**src/rtl/multi_ctrl_pkg.sv**
```systemverilog
// Shared definitions for the multi_ctrl pipe family: lane count, mask encoding
// and the helper that computes which lanes remain pending after a handshake cycle.
package multi_ctrl_pkg;

    localparam int LANES = 2;

    typedef logic [LANES-1:0] lane_mask_t;

    localparam lane_mask_t MASK_NONE = 2'b00;
    localparam lane_mask_t MASK_L0   = 2'b01;
    localparam lane_mask_t MASK_L1   = 2'b10;
    localparam lane_mask_t MASK_ALL  = 2'b11;

    // Lanes still owed the held beat once this cycle's readies are applied.
    function automatic lane_mask_t lanes_left(input lane_mask_t pend, input lane_mask_t rdy);
        return pend & ~rdy;
    endfunction

endpackage

```
**src/rtl/multi_ctrl_fork_pipe.sv**
```systemverilog
// Purpose: one-entry fork that delivers each master beat to a masked subset of two lanes.
// Latency: 1 cycle from acceptance to b_valid_out; one beat per cycle when all masked lanes are ready.
// Backpressure: f_ready_out is high when empty or when every pending lane accepts this cycle.
module multi_ctrl_fork_pipe
    import multi_ctrl_pkg::*;
#(
    parameter int DATA_W = 256
) (
    input  logic              clk,
    input  logic              rst_n,
    input  logic              f_valid_in,
    input  logic [DATA_W-1:0] f_data_in,
    input  logic [LANES-1:0]  f_mask_in,
    output logic              f_ready_out,
    output logic [LANES-1:0]  b_valid_out,
    output logic [DATA_W-1:0] b_data_out,
    input  logic [LANES-1:0]  b_ready_in,
    output logic              busy_out
);

    lane_mask_t        pend;
    lane_mask_t        remaining;
    logic [DATA_W-1:0] hold_data;
    logic              occupied;
    logic              complete;
    logic              accept;

    assign occupied  = |pend;
    assign remaining = lanes_left(pend, b_ready_in);
    assign complete  = occupied && (remaining == MASK_NONE);

    // No combinational path from f_valid_in to f_ready_out.
    assign f_ready_out = ~occupied | complete;
    assign accept      = f_valid_in & f_ready_out;

    assign b_valid_out = pend;
    assign b_data_out  = hold_data;
    assign busy_out    = occupied;

    // hold_data only reloads on accept, which implies the previous beat is fully delivered,
    // so the payload stays stable while any lane is still pending.
    always_ff @(posedge clk or negedge rst_n) begin
        if (!rst_n) begin
            pend      <= MASK_NONE;
            hold_data <= '0;
        end else if (accept && (f_mask_in != MASK_NONE)) begin
            pend      <= f_mask_in;
            hold_data <= f_data_in;
        end else begin
            // Zero-mask beats fall through here and are dropped.
            pend <= remaining;
        end
    end

endmodule

```
**config.mk**
```make
export PLATFORM = sky130hd
export DESIGN_NAME = multi_ctrl_fork_pipe
export DESIGN_NICKNAME = d
export VERILOG_FILES = /design/src/rtl/multi_ctrl_pkg.sv /design/src/rtl/multi_ctrl_fork_pipe.sv
export SDC_FILE = /design/constraint.sdc
export NUM_CORES = 1
export LEC_CHECK = 0
export ABC_AREA = 1
export CORE_AREA = 2 2 203 205
export CTS_BUF_LIST = sky130_fd_sc_hd__clkbuf_8
export CTS_CLUSTER_DIAMETER = 80
export DETAILED_ROUTE_END_ITERATION = 7
export DIE_AREA = 0 0 205 207
export PLACE_DENSITY = 0.59
export SYNTH_ARGS = -nofsm -noshare
export SYNTH_HDL_FRONTEND = slang
export SYNTH_SLANG_ARGS = --single-unit
```
**constraint.sdc**
```tcl
create_clock -name clk -period 1.62 [get_ports clk]
set_input_delay 0.162 -clock clk [delete_from_list [all_inputs] [get_ports clk]]
set_output_delay 0.162 -clock clk [all_outputs]
set_load 0.01 [all_outputs]
```
==> Word level (Yosys, flattened, before mapping) <==
Cells that the tools add are included.
{ "word_totals": {"inputBits": 263, "mem_bits_ro": 0, "n_memories": 0, "elab_cells": 13, "latch_bits": 0, "ram_bits": 0, "register_bits": 258} }
{ "classes": {"multipliers": 0, "n_lt_le_gt_ge": 0, "shift": 0, "eq_ne": 0, "mux": 1, "n_reduce_logical": 5, "bitwise": 5, "add_sub_neg": 0, "n_div": 0} }
{ "ops": {"columns": ["cell", "count"], "rows": [
  ["$and A2 B2 Y2", 1],
  ["$logic_and A1 B1 Y1", 2],
  ["$logic_not A2 Y1", 1],
  ["$mux W2", 1],
  ["$not A2 Y2", 1],
  ["$reduce_bool A2 Y1", 1],
  ["$reduce_or A2 Y1", 1],
  ["$and A1 B1 Y1", 1],
  ["$not A1 Y1", 1],
  ["$or A1 B1 Y1", 1]
]} }

==> Logic depth before layout (Yosys ltp) <==
{ "depth": {"word_depth": 8, "depth_mapped": 9} }

==> Worst setup path before layout <==
No wires, ideal clock.
{ "synth_timing": {"path_type": "register to register", "from": "register pend[0], in the netlist b_valid_out[0]", "to": "register hold_data[105], in the netlist b_data_out[105]", "arrival_ps": 1119, "slack_ps": 384, "path_stages_with_launch": 9, "required_time_ps": 1503, "path_cell_list": "dfrtp_1 > nand2_1 > nand2_1 > inv_2 > nand2_2 > buf_4 > buf_4 > nand2_1 > nand2_1"} }
{ "synth_between": {"elab_chain_len": 6} }
{ "synth_lines": {"columns": ["element", "line_no", "rtl"], "rows": [
  ["start, declared", "multi_ctrl_fork_pipe.sv:21", "lane_mask_t pend;"],
  ["start signal, assigned", "multi_ctrl_fork_pipe.sv:47", "pend <= f_mask_in;"],
  ["start signal, assigned", "multi_ctrl_fork_pipe.sv:51", "pend <= remaining;"],
  ["$and A2 B2 Y2", "multi_ctrl_pkg.sv:16", "return pend & ~rdy;"],
  ["$logic_not A2 Y1", "multi_ctrl_fork_pipe.sv:30", "assign complete = occupied && (remaining == MASK_NONE);"],
  ["$logic_and A1 B1 Y1", "multi_ctrl_fork_pipe.sv:30", null],
  ["$or A1 B1 Y1 *", "multi_ctrl_fork_pipe.sv:33", "assign f_ready_out = ~occupied | complete;"],
  ["$and A1 B1 Y1 *", "multi_ctrl_fork_pipe.sv:34", "assign accept = f_valid_in & f_ready_out;"],
  ["$logic_and A1 B1 Y1 *", "multi_ctrl_fork_pipe.sv:46", "end else if (accept && (f_mask_in != MASK_NONE)) begin"],
  ["end signal, assigned", "multi_ctrl_fork_pipe.sv:48", "hold_data <= f_data_in;"],
  ["end, declared", "multi_ctrl_fork_pipe.sv:23", "logic [DATA_W-1:0] hold_data;"]
]} }
Every way passes the cells marked *; elsewhere a longest branch is shown, timed or not.
A chain may end at the register's enable or synchronous reset.

==> Worst setup path in the final report <==
{ "layout_timing": {"from": "register pend[1], in the netlist b_valid_out[1]", "to": "output busy_out"} }
{ "layout_between": {"elab_chain_len": 1} }
{ "layout_lines": {"columns": ["element", "line_no", "rtl"], "rows": [
  ["$reduce_or A2 Y1", "multi_ctrl_fork_pipe.sv:28", "assign occupied = |pend;"],
  ["end, declared", "multi_ctrl_fork_pipe.sv:18", "output logic busy_out"]
]} }
No other way between the ends.

==> flow_summary.ini <==
[setup_path]
worstPathMaxFanout = 3
critPathKind = register to primary output
critPathLaunch = b_valid_out[1]
reg2reg_from = b_valid_out[0]
crit_path_start_kind = register
endpoint_kind = primary output
worstPathRequired_ns = 1.46
critPathArrivalTime_ns = 1.35

[sta]
period_needed_ns = 1.52
clock.fmax_mhz = 659
slew_viol_final = 0
fin_ws_ns = 0.103
skew_ns = 0.0202
max-slew-margin-rel = 0.655
fin_setup_tns_ns = 0
rsz0062_at_grt = yes
tightest_slew_ns = 0.518
post-route-period-util = 0.936
hold_viol = 0
setup_viol = 0

[clocking]
clk_latency_ns = 0.59
ctsRootBufferMaster = clkbuf_8
cts_made_buffers = 46
numClockSinks = 258
htreeDepth = 2
cts_tree = done
clkSlewWorstSetupHoldPaths_ns = 0.06
cts_buffer_depth = 3

[floorplan]
chipHeight_um = 207
die_w_um = 205
dieArea_sq_mm = 0.0424
num_rows = 74
ioPinCount = 523
fp.coreArea_sq_mm = 0.0404
start_util = 0.253

[route]
avgViaCountPerCell = 4.34
wl_mm = 36.9
dr_total_vias = 9803
drt-pass1-iter-count = 4
first_iter_violations = 604
route.detailed.wl_per_inst_um = 16.4
drtAntennaViolNets = 0
drc = 0

[logic_synthesis]
synth.distinct_cells = 14
ys_seq_area_frac = 0.632
synth_fp_nets = 1388
syn_area_sq_mm = 0.0102
synth_area_leader_cell = dfrtp_1
syn_area_per_cell_sq_um = 9.07
yosys-top-cells-area = dfrtp_1, nand2_1, nand3_1
syn_inst = 1125
synth_top_area_share = 0.632
yosys_warnings = 0
ys_ff_latch = 258

[power_and_ir_drop]
p_per_area_mw_per_mm2 = 1140
p_total_mw = 19.6
ir_drop_v = 0.000676
p_leak_nw = 9.05

[placement]
hpwl_mm = 27.6
port_buffers = 522
dp.cells = 2175
gp_congestion = 0.812
pre_cts_slack_ns = -0.0847

[finish]
fin_nets = 1956
n_fill_cell = 4124
instances_no_fill = 2257
drive_gt1_frac = 0.0881
utilization = 0.425
antenna_cells = 0
area_growth_pct = 68.0

[global_routing]
first_global_vias = 10068
antenna_found_initial = 0
grt_max_degree = 55
grt_pass1_wl_mm = 57.6
track_usage = 0.172
grt.overflow.total = 0

[flow_run]
cap_violations = 0

[hold_path]
hold_path_class = primary input to async pin

[outcome]
run_status = completed
[report_power, final]
group | internal (mW) | total, mW | switching (mW)
combinational | 2.60 | 5.38 | 2.78
clock | 3.21 | 5.90 | 2.69
sequential | 7.65 | 8.29 | 0.632
[repair_timing]
action	CTS	global route
hold buffers	1	0
setup buffers	0	1
setup endpoints to repair	260	2
resized for setup	270	3
hold endpoints to repair	258	0
[cell type report]
type	count	area (sq um)	share of cell area
multi-input cells	779	3280	0.191
repair buffers	604	5840	0.341
flip-flops and latches	258	6460	0.377
well taps	532	666	0.0388
clock inverters	25	126	0.00737
clock buffers	55	757	0.0441
inverters	4	20.0	0.00117
[stage by stage]
stage                     hold WS, ns  instance area, sq um
after floorplan                -0.134                 10200
final                           0.127                 17100
after global placement          0.160                 16600
after CTS                      0.0597                 17100
after global routing           0.0826                 17100
after detailed placement        0.160                 16600
[worst paths after layout]
path / cells after the start / to / slack, ns
worst max-delay path: 2 / busy_out / 0.10
max in group asynchronous: 3 / b_data_out[247] / 0.88
worst max register to register: 8 / b_data_out[103] / 0.16
worst min-delay path: 2 / b_data_out[174] / 0.13
min in group clk: 3 / b_data_out[114] / 0.13
worst min register to register: 2 / b_data_out[77] / 0.46
[placed cells by master, fill, tap and decap left out]
cell type        instances
buf_4                   56
clkinv_2                 5
or2_4                    1
buf_8                    1
clkinv_4                 1
nor2_1                   1
nand3_1                258
dlygate4sd2_1          258
clkbuf_8                55
dfrtp_2                  1
clkdlybuf4s50_1        261
dfrtp_1                257
nor2_4                   1
nand2_8                  1
bufinv_16                1
buf_6                    2
dlygate4sd3_1            1
inv_1                   22
buf_12                  25
nand2_1                515
nand2_2                  2
[metal layers]
| layer | GRT usage | part of all wire |
|---|---|---|
| met1 | 0.204 | 0.40 |
| met2 | 0.290 | 0.48 |
| met3 | 0.0695 | 0.10 |
| met4 | 0.0404 | 0.015 |
| met5 | 0 | 0 |
[state kept, by name, summed over array words and instances, names as in the netlist]
signal	cells
b_data_out	256
b_valid_out	2
[Yosys cell counts, drive strengths merged]
library cell and count:
clkbuf 6, nand2 518, nand3 258, dfrtp 258, or2 1, inv 4
nor2 2, buf 78
[logic make-up after synthesis]
| family | share of synthesized area |
|---|---|
| DFF | 0.632 |
| buffers and inverters | 0.0483 |
| and+or+nand+nor | 0.319 |
[worst max-delay path: stages (launching register included)]
cell     delay [ns]
dfrtp_1        0.41
or2_4          0.26
buf_6          0.12
(Power assumes the default switching activity.)
